`src/rtl/fp_pkg.sv`:
```
// Shared floating-point definitions: flag bit positions, multiplier FSM states
// and the ALU op_code encodings.
package fp_pkg;

  localparam int FLAG_NV = 4;
  localparam int FLAG_DZ = 3;
  localparam int FLAG_OF = 2;
  localparam int FLAG_UF = 1;
  localparam int FLAG_NX = 0;

  typedef enum logic [2:0] {
    S_IDLE,
    S_CHECK,
    S_MUL,
    S_NORM,
    S_ROUND,
    S_PACK
  } state_t;

  typedef enum logic [1:0] {
    OP_ADD = 2'b00,
    OP_SUB = 2'b01,
    OP_MUL = 2'b10,
    OP_DIV = 2'b11
  } op_code_t;

  function automatic logic [4:0] mk_flags(input logic nv, input logic of,
                                          input logic uf, input logic nx);
    logic [4:0] f;
    f          = '0;
    f[FLAG_NV] = nv;
    f[FLAG_DZ] = 1'b0;  // a multiply never divides by zero
    f[FLAG_OF] = of;
    f[FLAG_UF] = uf;
    f[FLAG_NX] = nx;
    return f;
  endfunction

endpackage

```
`src/rtl/fp_classify.sv`:
```
// Combinational operand classifier; subnormals are reported as zero (DAZ).
module fp_classify #(
  parameter int EXP_W = 5,
  parameter int MAN_W = 10,
  localparam int W = 1 + EXP_W + MAN_W
) (
  input  logic [W-1:0]   i_op,
  output logic           o_sign,
  output logic           o_is_zero,
  output logic           o_is_inf,
  output logic           o_is_nan,
  output logic           o_is_snan,
  output logic [MAN_W:0] o_sig
);

  logic [EXP_W-1:0] w_exp;
  logic [MAN_W-1:0] w_frac;
  logic             w_exp_ones;

  assign w_exp      = i_op[W-2 -: EXP_W];
  assign w_frac     = i_op[MAN_W-1:0];
  assign w_exp_ones = &w_exp;

  assign o_sign    = i_op[W-1];
  assign o_is_zero = (w_exp == '0);
  assign o_is_inf  = w_exp_ones & (w_frac == '0);
  assign o_is_nan  = w_exp_ones & (w_frac != '0);
  assign o_is_snan = o_is_nan & ~w_frac[MAN_W-1];
  assign o_sig     = {~o_is_zero, w_frac};

endmodule

```
`src/rtl/fp_mul_seq.sv`:
```
// Sequential IEEE-style multiplier: special-case early exit, one-bit-per-cycle
// shift-add significand product, normalise, round-to-nearest-even, pack.
module fp_mul_seq
  import fp_pkg::*;
#(
  parameter int EXP_W = 5,
  parameter int MAN_W = 10,
  localparam int W = 1 + EXP_W + MAN_W
) (
  input  logic         i_clk,
  input  logic         i_rst_n,
  input  logic         i_start,
  input  logic [W-1:0] i_op_a,
  input  logic [W-1:0] i_op_b,
  output logic         o_busy,
  output logic [W-1:0] o_result,
  output logic [4:0]   o_flags,
  output logic         o_valid_out
);

  localparam int SW = MAN_W + 1;
  localparam int PW = 2 * SW;
  localparam int EW = EXP_W + 2;
  localparam int CW = $clog2(SW + 1);
  localparam logic signed [EW-1:0] EXP_BIAS = EW'((1 << (EXP_W - 1)) - 1);
  localparam logic [EW-1:0]        EXP_MAX  = EW'((1 << EXP_W) - 1);
  localparam logic [W-2:0]         INF_MAG  = {{EXP_W{1'b1}}, {MAN_W{1'b0}}};
  localparam logic [W-1:0]         QNAN     = {1'b0, {EXP_W{1'b1}}, 1'b1, {(MAN_W-1){1'b0}}};

  state_t                r_state;
  logic [W-1:0]          r_a, r_b, r_res;
  logic [4:0]            r_flg;
  logic [PW-1:0]         r_prod, r_mcand;
  logic [SW-1:0]         r_mplier;
  logic signed [EW-1:0]  r_exp;
  logic [CW-1:0]         r_cnt;
  logic                  r_sign;

  logic                  w_sign_a, w_zero_a, w_inf_a, w_nan_a, w_snan_a;
  logic                  w_sign_b, w_zero_b, w_inf_b, w_nan_b, w_snan_b;
  logic [SW-1:0]         w_sig_a, w_sig_b;

  fp_classify #(.EXP_W(EXP_W), .MAN_W(MAN_W)) u_cls_a (
    .i_op(r_a), .o_sign(w_sign_a), .o_is_zero(w_zero_a), .o_is_inf(w_inf_a),
    .o_is_nan(w_nan_a), .o_is_snan(w_snan_a), .o_sig(w_sig_a)
  );
  fp_classify #(.EXP_W(EXP_W), .MAN_W(MAN_W)) u_cls_b (
    .i_op(r_b), .o_sign(w_sign_b), .o_is_zero(w_zero_b), .o_is_inf(w_inf_b),
    .o_is_nan(w_nan_b), .o_is_snan(w_snan_b), .o_sig(w_sig_b)
  );

  logic                  w_sign, w_special;
  logic [W-1:0]          w_sp_res;
  logic [4:0]            w_sp_flg;

  always_comb begin
    w_sign    = w_sign_a ^ w_sign_b;
    w_special = 1'b1;
    w_sp_res  = QNAN;
    w_sp_flg  = '0;
    if (w_nan_a | w_nan_b)
      w_sp_flg = mk_flags(w_snan_a | w_snan_b, 1'b0, 1'b0, 1'b0);
    else if ((w_inf_a & w_zero_b) | (w_zero_a & w_inf_b))
      w_sp_flg = mk_flags(1'b1, 1'b0, 1'b0, 1'b0);
    else if (w_inf_a | w_inf_b)
      w_sp_res = {w_sign, INF_MAG};
    else if (w_zero_a | w_zero_b)
      w_sp_res = {w_sign, {(W-1){1'b0}}};
    else
      w_special = 1'b0;
  end

  // Product is normalised with its leading one at bit PW-2 before rounding.
  logic [SW-1:0]         w_mant;
  logic [SW:0]           w_mant_r;
  logic [MAN_W-1:0]      w_frac;
  logic                  w_guard, w_sticky, w_round_up, w_carry, w_ovf, w_unf;
  logic signed [EW-1:0]  w_exp_r;
  logic [W-1:0]          w_rnd_res;
  logic [4:0]            w_rnd_flg;

  always_comb begin
    w_mant     = r_prod[PW-2 -: SW];
    w_guard    = r_prod[MAN_W-1];
    w_sticky   = |r_prod[MAN_W-2:0];
    w_round_up = w_guard & (w_sticky | w_mant[0]);
    w_mant_r   = {1'b0, w_mant} + {{SW{1'b0}}, w_round_up};
    w_carry    = w_mant_r[SW];
    w_frac     = w_carry ? w_mant_r[MAN_W:1] : w_mant_r[MAN_W-1:0];
    w_exp_r    = w_carry ? r_exp + EW'(1) : r_exp;
    w_ovf      = !w_exp_r[EW-1] && ($unsigned(w_exp_r) >= EXP_MAX);
    w_unf      = w_exp_r[EW-1] || (w_exp_r == '0);
    w_rnd_res  = {r_sign, w_exp_r[EXP_W-1:0], w_frac};
    w_rnd_flg  = mk_flags(1'b0, 1'b0, 1'b0, w_guard | w_sticky);
    if (w_ovf) begin
      w_rnd_res = {r_sign, INF_MAG};
      w_rnd_flg = mk_flags(1'b0, 1'b1, 1'b0, 1'b1);
    end else if (w_unf) begin
      w_rnd_res = {r_sign, {(W-1){1'b0}}};
      w_rnd_flg = mk_flags(1'b0, 1'b0, 1'b1, 1'b1);
    end
  end

  always_ff @(posedge i_clk) begin
    if (!i_rst_n) begin
      r_state     <= S_IDLE;
      r_a         <= '0;
      r_b         <= '0;
      r_res       <= '0;
      r_flg       <= '0;
      r_prod      <= '0;
      r_mcand     <= '0;
      r_mplier    <= '0;
      r_exp       <= '0;
      r_cnt       <= '0;
      r_sign      <= 1'b0;
      o_busy      <= 1'b0;
      o_result    <= '0;
      o_flags     <= '0;
      o_valid_out <= 1'b0;
    end else begin
      o_valid_out <= 1'b0;
      case (r_state)
        S_IDLE: if (i_start) begin
          r_a     <= i_op_a;
          r_b     <= i_op_b;
          o_busy  <= 1'b1;
          r_state <= S_CHECK;
        end
        S_CHECK: if (w_special) begin
          r_res   <= w_sp_res;
          r_flg   <= w_sp_flg;
          r_state <= S_PACK;
        end else begin
          r_sign   <= w_sign;
          r_exp    <= $signed({2'b00, r_a[W-2 -: EXP_W]}) + $signed({2'b00, r_b[W-2 -: EXP_W]}) - EXP_BIAS;
          r_mcand  <= {{SW{1'b0}}, w_sig_a};
          r_mplier <= w_sig_b;
          r_prod   <= '0;
          r_cnt    <= '0;
          r_state  <= S_MUL;
        end
        S_MUL: begin
          r_prod   <= r_prod + (r_mplier[0] ? r_mcand : '0);
          r_mcand  <= r_mcand << 1;
          r_mplier <= r_mplier >> 1;
          r_cnt    <= r_cnt + CW'(1);
          if (r_cnt == CW'(MAN_W)) r_state <= S_NORM;
        end
        S_NORM: begin
          // Fold the bit shifted out into the LSB so the sticky OR still sees it.
          if (r_prod[PW-1]) begin
            r_prod <= {1'b0, r_prod[PW-1:2], r_prod[1] | r_prod[0]};
            r_exp  <= r_exp + EW'(1);
          end
          r_state <= S_ROUND;
        end
        S_ROUND: begin
          r_res   <= w_rnd_res;
          r_flg   <= w_rnd_flg;
          r_state <= S_PACK;
        end
        S_PACK: begin
          o_result    <= r_res;
          o_flags     <= r_flg;
          o_valid_out <= 1'b1;
          o_busy      <= 1'b0;
          r_state     <= S_IDLE;
        end
        default: r_state <= S_IDLE;
      endcase
    end
  end

endmodule

```
`config.mk`:
```
export PLATFORM = sky130hd
export DESIGN_NAME = fp_mul_seq
export DESIGN_NICKNAME = d
export VERILOG_FILES = /design/src/rtl/fp_pkg.sv /design/src/rtl/fp_classify.sv /design/src/rtl/fp_mul_seq.sv
export SDC_FILE = /design/constraint.sdc
export NUM_CORES = 1
export LEC_CHECK = 0
export CAP_MARGIN = 30
export CORE_UTILIZATION = 35
export CTS_BUF_LIST = sky130_fd_sc_hd__clkbuf_2 sky130_fd_sc_hd__clkbuf_4 sky130_fd_sc_hd__clkbuf_8
export DETAILED_ROUTE_END_ITERATION = 7
export SYNTH_ARGS = -nofsm -noshare
export SYNTH_HDL_FRONTEND = slang
export SYNTH_SLANG_ARGS = --single-unit
```
`constraint.sdc`:
```
create_clock -name i_clk -period 2.6 [get_ports i_clk]
set_input_delay 0.39 -clock i_clk [delete_from_list [all_inputs] [get_ports i_clk]]
set_output_delay 0.39 -clock i_clk [all_outputs]
set_load 0.05 [all_outputs]
```
; Word-level counts from Yosys, hierarchy flattened
; Index checks and enable logic that the tools add are counted.
[totals]
ramBits = 0
ff_bits = 146
n_memories = 0
latchBits = 0
wordCells = 125
mem_bits_ro = 0
[classes]
n_eq_ne = 11
addsub = 6
n_lt_le_gt_ge = 1
div_mod_pow = 0
n_reduce_logical = 28
n_mux = 40
mul = 0
shifts = 0
n_bitwise = 23
[op_table]
columns = cell, n
row1 = 16-bit 2-to-1 mux, 5
row2 = 22-bit 2-to-1 mux, 3
row3 = 22-bit one-hot mux with 3 select lines, 1
row4 = 22-bit one-hot mux with 2 select lines, 1
row5 = 16-bit one-hot mux with 2 select lines, 1
row6 = 15-bit 2-to-1 mux, 2
row7 = 22-bit adder, 1
row8 = 11-bit one-hot mux with 2 select lines, 1
row9 = 21-bit 2-to-1 mux, 1
row10 = 7-bit 2-to-1 mux, 3
row11 = 10-bit logical NOT, 2
row12 = 10-bit nonzero test, 2
row13 = 5-bit 2-to-1 mux, 3
row14 = 3-bit one-hot mux with 5 select lines, 1
row15 = 7-bit one-hot mux with 2 select lines, 1
row16 = 2-bit AND reduction, 7
row17 = 11-bit by 1-bit adder with 12-bit output, 1
row18 = 3-bit 2-to-1 mux, 4
row19 = 11-bit 2-to-1 mux, 1
row20 = 5-bit logical NOT, 2
row21 = 10-bit 2-to-1 mux, 1
row22 = 2-bit inequality test (second input constant), 5
row23 = 5-bit one-hot mux with 2 select lines, 1
row24 = 5-bit AND reduction, 2
row25 = 27 further kinds, 57

; Depth between registers and ports, before layout
[logic_depth]
ltp_word = 10
ltp_mapped = 12
depth_no_buf = 11

; Modules after synthesis
; Synthesis repeated with hierarchy kept, for this count alone.
[hier_totals]
hier_cells = 1000
hier_area_um2 = 7738.7
[modules_own_cells]
columns = module, area_each_um2, n_inst, seq_area_each_um2, cells_per_inst
row1 = fp_mul_seq, 7415.9, 1, 2882.8, 954
row2 = fp_classify, 161.4, 2, 0.0, 23

; Worst setup path after synthesis
; OpenSTA, ideal clock, no wires.
[synth_timing]
path_type = register to register
start = register r_mplier[0]
end = register r_prod[12]
setup_ps = 123
period_less_slack_ps = 2463
setup_slack_ps = 137
path_stages_with_launch = 13
arrival_ps = 2341
path_cell_list = dfxtp_1 > clkbuf_1 > and2_1 > ha_1 > inv_1 > fa_1 > nor2b_1 > o31a_1 > o311ai_0 > a31oi_1 > xor2_1 > a221oi_1 > nor2_1
[synth_between]
elab_chain_cells = 3
[synth_rtl]
columns = element, line_no
row1 = start: declaration, fp_mul_seq.sv:34  ; logic [SW-1:0] r_mplier;
row2 = start signal: assignment, fp_mul_seq.sv:138  ; r_mplier <= w_sig_b;
row3 = start signal: assignment, fp_mul_seq.sv:146  ; r_mplier <= r_mplier >> 1;
row4 = 22-bit 2-to-1 mux, fp_mul_seq.sv:144  ; r_prod <= r_prod + (r_mplier[0] ? r_mcand : '0);
row5 = 22-bit adder, fp_mul_seq.sv:144
row6 = 22-bit one-hot mux with 3 select lines, fp_mul_seq.sv:123  ; case (r_state)
row7 = end signal: assignment, fp_mul_seq.sv:144
row8 = end signal: assignment, fp_mul_seq.sv:153  ; r_prod <= {1'b0, r_prod[PW-1:2], r_prod[1] | r_prod[0]};
row9 = end: declaration, fp_mul_seq.sv:33  ; logic [PW-1:0] r_prod, r_mcand;
; No other way between the ends.
; A chain may end at the register's enable or synchronous reset.

; Worst setup path in the final report
[layout_timing]
start = register r_prod[9]
end = register r_res[2]
[layout_between]
elab_chain_cells = 8
elab_cells_between_ends = 12
[layout_rtl]
columns = element, line_no
row1 = 1-bit bitwise AND (*), fp_mul_seq.sv:86  ; w_round_up = w_guard & (w_sticky | w_mant[0]);
row2 = 11-bit by 1-bit adder with 12-bit output (*), fp_mul_seq.sv:87  ; w_mant_r = {1'b0, w_mant} + {{SW{1'b0}}, w_round_up};
row3 = "parallel branches: the longest is 4 deep, another holds 7-bit by 5-bit greater-or-equal comparator with 1-bit output", -
row4 = 15-bit 2-to-1 mux (*), fp_mul_seq.sv:95  ; if (w_ovf) begin
row5 = 16-bit one-hot mux with 2 select lines (*), fp_mul_seq.sv:123
row6 = end signal: assignment, fp_mul_seq.sv:131  ; r_res <= w_sp_res;
row7 = end signal: assignment, fp_mul_seq.sv:159  ; r_res <= w_rnd_res;
row8 = end: declaration, fp_mul_seq.sv:31  ; logic [W-1:0] r_a, r_b, r_res;
; Mark *: on every way between the ends.

==> metrics.txt <==
pin count of the biggest net entering global routing 61; initial antenna violation count 0; final net count 1180; Final period util 96.0%; worst setup path class flop to flop; CP dominant cell by count nor4_4; DR vias 7527; P per Cell Area slightly below 600 mW/mm²; Int Power approximately 3.7 mW; Least-Margin Pin Slew 716 ps; met3 usage in global routing under 10%; Top delay family on crit path simple AND/OR/NAND/NOR gates; antenna cells 0; share of layout cells above drive strength 1 between 10 and 15%; hold buffer count at cts 0; combinational share of power 24.1%; # setup viols final 0; core area approximately 0.022 mm²; 1st-iter DRT viols 552; Synth Cell Area between 0.007 and 0.008 mm²; chip width 153 µm; DR vias/cell around 5.4; maximum vdd drop about 0.3 mV; routing usage on met1 a little over a quarter; Yosys warnings 0; Synth area leader dfxtp_1; worst skew pair latency between 400 and 500 ps; Cells after Synth between 1000 and 1500; post-route ant nets 0; most common cell after layout, fill and taps aside nand2_1; maxcap violations 0; Distinct cells, synth 74; WP data arrival ~2900 ps; Clock Skew roughly 17 ps; PortBufs 56; Area Overhead vs Synth 19.9%; sw frac 33.4%; worst endpoint required time about 3000 ps; DRC 0; CP max FO 5; initial core utilization 36.1%; Worst Hold Class flop to flop; I/O pin count slightly below 60; post-synth top area share approximately 36%; Power Total 5.60 mW; CP Cell Sequence and4_1 -> and4_4 -> mux2i_1 -> nor4_4 -> nor4_4 -> nand3_2 -> o21ai_1; Layout Cells excl Fill about 1400; Slew headroom a little over half; Startpoint Class flop; chip height about 150 µm; Placed Instances around 1400; Reg power frac a little under half; wire per inst around 16 µm; number of global-route vias before repair around 7100; commonest cells after routing, fill and taps aside nand2_1 (206), dfxtp_1 (143), a21oi_1 (96), nor2_1 (79); final hold violation count 0; status finished, final reports clean; fmax roughly 400 MHz; net switching power 1.87 mW; clock share of power 30.3%; Buffers & Inverters on Critical Path 0; CTS buffer count 17; CTS Sinks ~140; drt first pass iters 8; syn nets between 1000 and 1500; sequential element share of the synthesized area between 30% and 40%; first-pass GRT wire length between 30 and 40 mm; TNS Setup 0 ps; slowest stage delay, CP between 400 and 500 ps; CTS tree built; crit end category flop; asr flop ratio synth 0%; detailed placement HPWL roughly 16 mm; top_reg_cell synth dfxtp_1; fin. max-slew vios 0; Static Leak 3.62 nW; Area contributors post-synth dfxtp_1 (36%), nand2_1 (9.7%), a21oi_1 (6.3%); die area about 0.023 mm²; worst reg2reg setup slack just over 100 ps; CP max stage cell nor4_4; number of core rows 54; Clock H-tree levels 4; busiest grt layer met2; total track usage around a fifth; fin util between 40% and 50%; GRT overflow 0; root buf cell clkbuf_8; clk slew on worst S/H paths approximately 80 ps; gp weighted congestion 0.915; final wirelength about 22 mm; routing usage on met2 between 20% and 30%; syn avg cell area between 7 and 8 µm²; register bit total from synthesis 144; Period minus WS final roughly 2500 ps; Post-synth EDFFs 0; maximum clock path buffer count 2
-- state kept, by name (all words and copies together) (netlist names) --
register	flops
r_mcand	22
r_prod	22
o_result	16
r_a	16
r_b	16
r_res	16
r_mplier	11
r_exp	7
o_flags	4
r_cnt	4
r_flg	4
r_state	3
o_busy	1
o_valid_out	1
r_sign	1
-- tightest hold or removal path: cells and delay by family (launching register included) --
kind               cells  cell delay, ps
DFF                    1             310
and+or+nand+nor        1              50
AOI/OAI and AO/OA      1              50
-- cells in the mapped netlist, types with 3 or more instances --
library cell	count
nand2_1	206
dfxtp_1	144
a21oi_1	100
nor2_1	79
o21ai_0	54
clkbuf_1	53
nand3_1	42
and2_1	34
ha_1	34
inv_1	22
a21boi_0	20
a311oi_1	20
nor3_1	20
xnor2_1	19
a21o_1	11
and3_1	11
nand2b_1	9
nor4_1	9
xor2_1	9
a22oi_1	8
o21ai_1	8
mux2i_1	7
a31oi_1	6
buf_2	6
nand4_1	6
o21a_1	6
or3_1	6
a221oi_1	5
nor2b_1	5
a211oi_1	4
o211ai_1	4
o311ai_0	4
o31ai_1	4
a41oi_1	3
nor4b_1	3
o2111ai_1	3
o21bai_1	3
or4_1	3
-- cell families (layout without fill, tap and decap cells) --
group,after synthesis,after routing,share of synthesized area [%]
AO/OA/AOI/OAI,287,287,23.0
XOR/XNOR,28,28,3.08
adder cells (fa/ha/maj),36,36,5.85
buffers and inverters,87,171,4.53
flip-flops,144,144,36.2
multiplexers,7,7,0.881
other,1,1,0.0471
AND/OR/NAND/NOR,447,447,26.4
-- routing by layer --
metal	vias to the layer above	share of wire, %
met5	-	0
met4	0	0.90
met3	16	4.7
met2	180	44
met1	3517	50
li1	3814	-
-- worst paths after layout --
path | from | to | cells past startpoint
worst max register to register | r_prod[9]$_SDFFE_PN0P_ | r_res[2]$_SDFFE_PN0P_ | 7
worst min-delay path | r_res[5]$_SDFFE_PN0P_ | r_res[5]$_SDFFE_PN0P_ | 2
worst min register to register | r_res[5]$_SDFFE_PN0P_ | r_res[5]$_SDFFE_PN0P_ | 2
worst max-delay path | r_prod[9]$_SDFFE_PN0P_ | r_res[2]$_SDFFE_PN0P_ | 7
-- final cells by class --
type | instances | area [µm²]
fillers | 2272 | 12500
multi-input cells | 806 | 4770
flip-flops and latches | 144 | 2880
repair buffers | 117 | 1080
well taps | 280 | 350
clock buffers | 22 | 284
inverters | 23 | 86.3
clock inverters | 9 | 85.1
-- stage by stage --
stage               worst slack (ps)  instance area (µm²)  hold slack [ps]
finish                           103                 9540              449
global placement               -4.97                 9110              441
global route                   -10.7                 9540              461
CTS                             14.9                 9480              451
floorplan                        137                 7950              426
detailed placement             -55.1                 9110              439
-- power by group through the flow --
stage / Sequential, mW / Combinational [mW] / Clock, mW
detailed placement: 2.60 / 1.34 / 0
global route: 2.58 / 1.50 / 1.84
floorplan: 2.55 / 0.887 / 0
CTS: 2.55 / 1.35 / 1.74
global placement: 2.60 / 1.34 / 0
finish: 2.55 / 1.35 / 1.70
-- repair_timing --
item	CTS	global route
resized for setup	2	19
pin swaps	1	2
setup buffers	1	0
setup endpoints to repair	3	12
Power figures use the tool's default switching activity.
